## src/rtl/noc_alloc_pkg.sv

```systemverilog
// -----------------------------------------------------------------------------
// noc_alloc_pkg
// Shared types and constants for the NoC switch allocator.
//   alloc_state_t : per-output lock state (IDLE, LOCKED)
//   LOCAL/NORTH/SOUTH/EAST/WEST : router port indices, the same for inputs
//                                 and outputs of the crossbar
// -----------------------------------------------------------------------------
package noc_alloc_pkg;

    typedef enum logic {
        IDLE   = 1'b0,
        LOCKED = 1'b1
    } alloc_state_t;

    localparam int LOCAL = 0;
    localparam int NORTH = 1;
    localparam int SOUTH = 2;
    localparam int EAST  = 3;
    localparam int WEST  = 4;

endpackage

```

## src/rtl/rr_pick.sv

```systemverilog
// -----------------------------------------------------------------------------
// rr_pick
// Combinational round-robin picker: scans the request vector starting at the
// pointer position, wraps modulo CHANNEL_NUMBER (which need not be a power of
// two), skips any masked entry and returns the first hit.
// Ports:
//   req   : one request bit per input
//   ptr   : index with the highest priority this cycle
//   excl  : inputs that may not win this cycle
//   valid : at least one eligible requester
//   idx   : index of the winner (0 when valid is low)
// -----------------------------------------------------------------------------
module rr_pick #(
    parameter int CHANNEL_NUMBER       = 5,
    parameter int CHANNEL_NUMBER_WIDTH = $clog2(CHANNEL_NUMBER)
) (
    input  logic [CHANNEL_NUMBER-1:0]       req,
    input  logic [CHANNEL_NUMBER_WIDTH-1:0] ptr,
    input  logic [CHANNEL_NUMBER-1:0]       excl,
    output logic                            valid,
    output logic [CHANNEL_NUMBER_WIDTH-1:0] idx
);

    logic [CHANNEL_NUMBER_WIDTH-1:0] cand;

    always_comb begin
        valid = 1'b0;
        idx   = '0;
        cand  = '0;
        for (int k = 0; k < CHANNEL_NUMBER; k++) begin
            cand = CHANNEL_NUMBER_WIDTH'((int'(ptr) + k) % CHANNEL_NUMBER);
            if (!valid && req[cand] && !excl[cand]) begin
                valid = 1'b1;
                idx   = cand;
            end
        end
    end

endmodule

```

## src/rtl/switch_allocator.sv

```systemverilog
// -----------------------------------------------------------------------------
// switch_allocator
// Packet-granular output allocator for a CHANNEL_NUMBER x CHANNEL_NUMBER
// crossbar. Each output owns an IDLE/LOCKED FSM: an idle output grants one of
// its requesters round-robin, then stays locked to that owner until the owner
// hands over its last beat. On that release cycle the next requester (never
// the releasing input) is loaded directly, so back-to-back packets from
// different inputs see no bubble.
//
// Optional build macro: SWITCH_ALLOC_WATCHDOG_EN
//   Adds a per-output stall counter; an owner that makes no progress for
//   TIMEOUT_CYCLES cycles is force-released and timeout_o[j] pulses once.
//   Without the macro there are no counters and timeout_o is tied to 0.
//
// Ports:
//   clk_i        : clock
//   rst_n_i      : asynchronous active-low reset
//   req_valid_i  : input i has a packet head or beats pending
//   req_port_i   : output port requested by input i
//   fire_i       : handshake on input i this cycle
//   last_i       : beat on input i is the last of its packet
//   out_valid_o  : output j is locked to an owner
//   out_sel_o    : owner input of output j (crossbar select)
//   in_grant_o   : input i currently owns some output
//   timeout_o    : one-cycle pulse when output j is force-released
// -----------------------------------------------------------------------------
module switch_allocator
    import noc_alloc_pkg::*;
#(
    parameter int CHANNEL_NUMBER       = 5,
    parameter int CHANNEL_NUMBER_WIDTH = $clog2(CHANNEL_NUMBER),
    parameter int TIMEOUT_CYCLES       = 256
) (
    input  logic                                                clk_i,
    input  logic                                                rst_n_i,
    input  logic [CHANNEL_NUMBER-1:0]                           req_valid_i,
    input  logic [CHANNEL_NUMBER-1:0][CHANNEL_NUMBER_WIDTH-1:0] req_port_i,
    input  logic [CHANNEL_NUMBER-1:0]                           fire_i,
    input  logic [CHANNEL_NUMBER-1:0]                           last_i,
    output logic [CHANNEL_NUMBER-1:0]                           out_valid_o,
    output logic [CHANNEL_NUMBER-1:0][CHANNEL_NUMBER_WIDTH-1:0] out_sel_o,
    output logic [CHANNEL_NUMBER-1:0]                           in_grant_o,
    output logic [CHANNEL_NUMBER-1:0]                           timeout_o
);

    alloc_state_t                    state_q [CHANNEL_NUMBER];
    logic [CHANNEL_NUMBER_WIDTH-1:0] sel_q   [CHANNEL_NUMBER];
    logic [CHANNEL_NUMBER_WIDTH-1:0] ptr_q   [CHANNEL_NUMBER];

    logic [CHANNEL_NUMBER-1:0]       pick_vld;
    logic [CHANNEL_NUMBER_WIDTH-1:0] pick_idx [CHANNEL_NUMBER];
    logic [CHANNEL_NUMBER-1:0]       fire_own;
    logic [CHANNEL_NUMBER-1:0]       release_now;
    logic [CHANNEL_NUMBER-1:0]       timeout_hit;

    // Pointer advance past the winner, wrapping at CHANNEL_NUMBER-1.
    function automatic logic [CHANNEL_NUMBER_WIDTH-1:0] wrap_inc(
        input logic [CHANNEL_NUMBER_WIDTH-1:0] idx
    );
        return (idx == CHANNEL_NUMBER_WIDTH'(CHANNEL_NUMBER - 1)) ? '0 : idx + 1'b1;
    endfunction

    // in_grant_o comes only from registered state, so it never loops back
    // into the request qualification combinationally.
    always_comb begin
        in_grant_o = '0;
        for (int j = 0; j < CHANNEL_NUMBER; j++) begin
            if (state_q[j] == LOCKED) begin
                in_grant_o[sel_q[j]] = 1'b1;
            end
        end
    end

    // ---- request qualification and arbitration, one picker per output ----
    for (genvar j = 0; j < CHANNEL_NUMBER; j++) begin : g_out
        logic [CHANNEL_NUMBER-1:0] req_vec;
        logic [CHANNEL_NUMBER-1:0] excl;

        // Out-of-range port numbers never match any j, so they drop out here.
        always_comb begin
            req_vec = '0;
            for (int i = 0; i < CHANNEL_NUMBER; i++) begin
                req_vec[i] = req_valid_i[i]
                           && (req_port_i[i] == CHANNEL_NUMBER_WIDTH'(j))
                           && !in_grant_o[i];
            end
        end

        assign excl = (state_q[j] == LOCKED) ? (CHANNEL_NUMBER'(1) << sel_q[j]) : '0;

        // Handshakes from non-owners are ignored by indexing with the owner.
        assign fire_own[j]    = (state_q[j] == LOCKED) && fire_i[sel_q[j]];
        assign release_now[j] = (fire_own[j] && last_i[sel_q[j]]) || timeout_hit[j];

        rr_pick #(
            .CHANNEL_NUMBER       (CHANNEL_NUMBER),
            .CHANNEL_NUMBER_WIDTH (CHANNEL_NUMBER_WIDTH)
        ) u_pick (
            .req   (req_vec),
            .ptr   (ptr_q[j]),
            .excl  (excl),
            .valid (pick_vld[j]),
            .idx   (pick_idx[j])
        );

        assign out_valid_o[j] = (state_q[j] == LOCKED);
        assign out_sel_o[j]   = sel_q[j];
    end

    // ---- per-output lock FSM ----
    always_ff @(posedge clk_i or negedge rst_n_i) begin
        if (!rst_n_i) begin
            for (int j = 0; j < CHANNEL_NUMBER; j++) begin
                state_q[j] <= IDLE;
                sel_q[j]   <= '0;
                ptr_q[j]   <= '0;
            end
        end else begin
            for (int j = 0; j < CHANNEL_NUMBER; j++) begin
                // A releasing output re-arbitrates in the same cycle, which
                // gives the zero-bubble handover.
                if (state_q[j] == IDLE || release_now[j]) begin
                    if (pick_vld[j]) begin
                        state_q[j] <= LOCKED;
                        sel_q[j]   <= pick_idx[j];
                        ptr_q[j]   <= wrap_inc(pick_idx[j]);
                    end else begin
                        state_q[j] <= IDLE;
                    end
                end
            end
        end
    end

`ifdef SWITCH_ALLOC_WATCHDOG_EN
    localparam int CNT_W = $clog2(TIMEOUT_CYCLES + 1);

    logic [CNT_W-1:0]          stall_q [CHANNEL_NUMBER];
    logic [CHANNEL_NUMBER-1:0] timeout_q;

    // Fires on the cycle that would take the count to TIMEOUT_CYCLES, so the
    // pulse appears exactly TIMEOUT_CYCLES edges after the last progress.
    always_comb begin
        timeout_hit = '0;
        for (int j = 0; j < CHANNEL_NUMBER; j++) begin
            timeout_hit[j] = (state_q[j] == LOCKED) && !fire_own[j]
                           && (stall_q[j] == CNT_W'(TIMEOUT_CYCLES - 1));
        end
    end

    // ---- stall watchdog ----
    always_ff @(posedge clk_i or negedge rst_n_i) begin
        if (!rst_n_i) begin
            timeout_q <= '0;
            for (int j = 0; j < CHANNEL_NUMBER; j++) begin
                stall_q[j] <= '0;
            end
        end else begin
            timeout_q <= timeout_hit;
            for (int j = 0; j < CHANNEL_NUMBER; j++) begin
                if (state_q[j] == IDLE || fire_own[j] || release_now[j]) begin
                    stall_q[j] <= '0;
                end else begin
                    stall_q[j] <= stall_q[j] + 1'b1;
                end
            end
        end
    end

    assign timeout_o = timeout_q;
`else
    assign timeout_hit = '0;
    assign timeout_o   = '0;
`endif

endmodule
```

## config.mk

```make
export PLATFORM = sky130hd
export DESIGN_NAME = switch_allocator
export DESIGN_NICKNAME = d
export VERILOG_FILES = /design/src/rtl/noc_alloc_pkg.sv /design/src/rtl/rr_pick.sv /design/src/rtl/switch_allocator.sv
export SDC_FILE = /design/constraint.sdc
export NUM_CORES = 1
export LEC_CHECK = 0
export CORE_AREA = 2 2 158 160
export DETAILED_ROUTE_END_ITERATION = 12
export DIE_AREA = 0 0 160 162
export GPL_TIMING_DRIVEN = 0
export PLACE_DENSITY = 0.57
export SLEW_MARGIN = 20
export SYNTH_ARGS = -nofsm -noshare
export SYNTH_HDL_FRONTEND = slang
export SYNTH_SLANG_ARGS = --single-unit
```

## constraint.sdc

```tcl
create_clock -name clk_i -period 6.14 [get_ports clk_i]
set_clock_uncertainty 0.05 [all_clocks]
set_input_delay 1.842 -clock clk_i [delete_from_list [all_inputs] [get_ports clk_i]]
set_output_delay 1.842 -clock clk_i [all_outputs]
set_load 0.01 [all_outputs]
```

==> results by group <==
Synth
  • Synth warn: 0
  • Share of flip-flops with an asynchronous set or reset: 1.00
  • Yosys top cell by area: ha_1
  • Synth Cell Area: 9750 µm²
  • Post-synth EDFFs: 0
  • Syn avg cell area: 7.69 µm²
  • Seq cells post-synth: 35
  • Synth area leaders: ha_1 15%, dfrtp_1 9.0%, mux2i_1 6.3%
  • Sequential fraction of the synthesis area: 0.0899
  • Most used DFF post-synth: dfrtp_1
  • Area share of the largest cell type after synthesis: 0.145
  • Synth Instances: 1268
  • Unique masters post-synth: 108

Floorplan
  • Num rows: 57
  • Ports: 62
  • Area of the core: 24100 µm²
  • Die Height: 162 µm
  • Die ar.: 25900 µm²
  • Initial Util: 0.404
  • Chip width: 160 µm

Setup path
  • RR Endpoint: ptr_q[4]
  • CP max stage cell: dfrtp_1
  • WP data required: 6.27 ns
  • Critical-path cell list: inv_2, ha_1, clkbuf_1, xnor2_1, inv_1, ha_1, nor2_1, a21oi_1, xnor2_1, inv_1, ha_1, inv_1, o22ai_1, o22ai_1, mux2i_2, mux2i_1, a31oi_1, o21ai_2, and3_1, a31oi_1, inv_1, ha_1, mux2_1
  • Element type at the critical path start: register
  • CP max stage delay: 0.57 ns
  • Critical path buffers and inverters: 6
  • Levels on crit path: 23
  • Cell family with most CP delay: compound AO/OA/AOI/OAI gates
  • WP data arrival: 5.75 ns
  • Flop2flop setup slack: 0.51 ns
  • CP endpoint kind: register
  • R2R cell count: 23
  • Worst Path Max Fanout: 12
  • Worst Path Class, Setup: register to register
  • RR Startpoint: ptr_q[3]

Place
  • Inst Count DP: 1653
  • DP HPWL: 23.5 mm
  • GP Congestion: 0.922
  • Port Buffers: 56
  • Placed inst area: 10800 µm²

Clocking
  • CTS tree: done
  • Root Buffer: clkbuf_16
  • Num Clock Sinks: 35
  • Number of buffers inserted by hold repair at cts: 0
  • CTS H-tree lvls: 2
  • Worst-path clk slew: 0.06 ns
  • TritonCTS buffer count: 5
  • Clock buffer depth: 2
  • Worst skew pair latency: 0.29 ns

Timing
  • Setup Viol. Count Final: 0
  • Clock period minus worst slack: 5.63 ns
  • Achievable frequency: 178 MHz
  • Rel. slew slack: 0.387
  • RSZ-0062 raised after global routing: no
  • Final Max Tran Viols: 0
  • Final hold vios: 0
  • Worst hold slack: 0.635 ns
  • Fin crit share: 0.916
  • Worst-Margin Slew: 0.912 ns

GRT
  • Vias in the first global route: 9164
  • Overflow after GRT: 0
  • Tot GR Track Use: 0.220
  • Initial antenna violation count: 0
  • First-pass GRT wire length: 47.0 mm
  • Largest net degree at the start of global routing: 22

Final layout
  • Commonest non-fill, non-tap cells in the layout: 113 x ha_1, 92 x inv_1, 89 x nand2_1
  • Area Growth Syn to Fin: 12.8%
  • Area of the multi-input gates: 8300 µm²
  • Final Cell Area: 11000 µm²
  • Register area: 877 µm²
  • Fin cells: 1662
  • Fillers: 2498
  • Commonest non-fill, non-tap cell in the layout: ha_1
  • Fraction of final layout cells sized beyond drive strength 1: 0.110
  • Final Net Count: 1488
  • Ant diodes: 0

Min path
  • Worst Hold End: out_valid_o[0]
  • Hold Crit Class: register to register
  • Hold path depth: 2
  • HP Start: out_valid_o[0]

Pwr
  • Power Total: 6.79 mW
  • Maximum vdd drop: 0.000255 V
  • Seq pwr share: 0.075
  • Switching Share: 0.563
  • Int Power: 2.97 mW
  • P_sw: 3.82 mW
  • Clock share of power: 0.036
  • PD cells: 617 nW/µm²
  • Gate power share: 0.889
  • P_leak: 4.73 nW

Routing
  • Initial DRT Pass Iterations: 5
  • Final WL: 29.0 mm
  • DR iter-0 viols: 690
  • DRT antenna net count: 0
  • DR WL/cell: 17.4 µm
  • Vias: 9909
  • Via/cell ratio: 5.96
  • DRC: 0

Run
  • Max Cap Viol: 0

Run status
  • Status: complete, no violations
[stage by stage]
| stage | worst slack, ns | TNS, ns | util |
|---|---|---|---|
| after detailed placement | -0.167 | -0.508 | 0.446 |
| after CTS | 0.0822 | 0 | 0.452 |
| after floorplan | 1.05 | 0 | - |
| after global routing | 0.0120 | 0 | 0.456 |
| final | 0.513 | 0 | 0.456 |
| after global placement | -0.174 | -0.673 | 0.445 |
[worst max-delay path by stage]
stage          startpoint         to  slack (ns)
5_1_grt         ptr_q[13]  ptr_q[14]        0.01
4_1_cts          ptr_q[6]   ptr_q[7]        0.08
3_5_place_dp     ptr_q[0]   ptr_q[2]       -0.17
6_report         ptr_q[3]   ptr_q[4]        0.51
3_3_place_gp     ptr_q[0]   ptr_q[2]       -0.17
2_1_floorplan    ptr_q[0]   ptr_q[2]        1.05
[Yosys cell counts (all sizes together) (10+ instances only)]
cell type	n
inv	96
a21oi	67
o31ai	14
mux2	22
dfrtp	35
a31oi	14
and3	17
a21boi	10
a21o	10
o22ai	23
buf	35
nor3b	11
nand2	89
nand4	14
nor3	37
nor2b	10
a211oi	15
nand3	38
o21bai	11
nand2b	33
ha	113
o211ai	18
o21ai	60
nand3b	10
nor2	83
xnor2	41
o21a	15
mux2i	61
clkbuf	21
nor4b	18
or2	11
nor4	21
[repair_timing]
item | 4_1_cts | 5_1_grt
resized for setup | 4 | 20
setup endpoints to repair | 11 | 22
setup buffers | 0 | 4
[area by class of cell]
class,count,share of cell area
buffer,55,0.0267
clock buffer,6,0.0117
inverter,100,0.0349
multi-input combinational,1081,0.755
sequential,35,0.0797
tap,324,0.0369
timing repair buffer,61,0.0551
[registers in the layout, summed over array words and instances (netlist names)]
name	count
out_sel_o	15
ptr_q	15
out_valid_o	5
[worst reg2reg max path, stage by stage, from the launching register on]
cell and delay, ns:
dfrtp_1 0.57, inv_2 0.22, ha_1 0.25, clkbuf_1 0.19, xnor2_1 0.29, inv_1 0.16
ha_1 0.23, nor2_1 0.19, a21oi_1 0.12, xnor2_1 0.25, inv_1 0.10, ha_1 0.25
inv_1 0.07, o22ai_1 0.07, o22ai_1 0.33, mux2i_2 0.40, mux2i_1 0.15, a31oi_1 0.34
o21ai_2 0.19, and3_1 0.22, a31oi_1 0.22, inv_1 0.10, ha_1 0.27, mux2_1 0.28
[routing by layer]
layer	GRT usage	wire (µm)
met5	0	0
met4	0.0479	460
met3	0.0299	1560
met2	0.360	13200
met1	0.308	13700
[power groups by stage]
stage	logic, mW	registers [mW]	clock network (mW)
2_1_floorplan	4.58	0.462	0
3_3_place_gp	5.77	0.504	0
3_5_place_dp	5.87	0.505	0
4_1_cts	5.91	0.501	0.257
5_1_grt	6.72	0.528	0.264
6_report	6.04	0.506	0.247
[kinds of logic (layout without fill, tap and decap cells)]
logic type | Yosys count | count (layout) | share of synthesized area
other | 1 | 5 | 0.000385
multiplexers | 90 | 90 | 0.104
AO/OA/AOI/OAI | 355 | 355 | 0.259
flip-flops | 35 | 35 | 0.0899
AND/OR/NAND/NOR | 467 | 467 | 0.280
adder cells (fa/ha/maj) | 117 | 117 | 0.153
XOR/XNOR | 47 | 47 | 0.0445
buffers and inverters | 156 | 222 | 0.0684
Note: power is estimated with default switching activity, not from simulation.
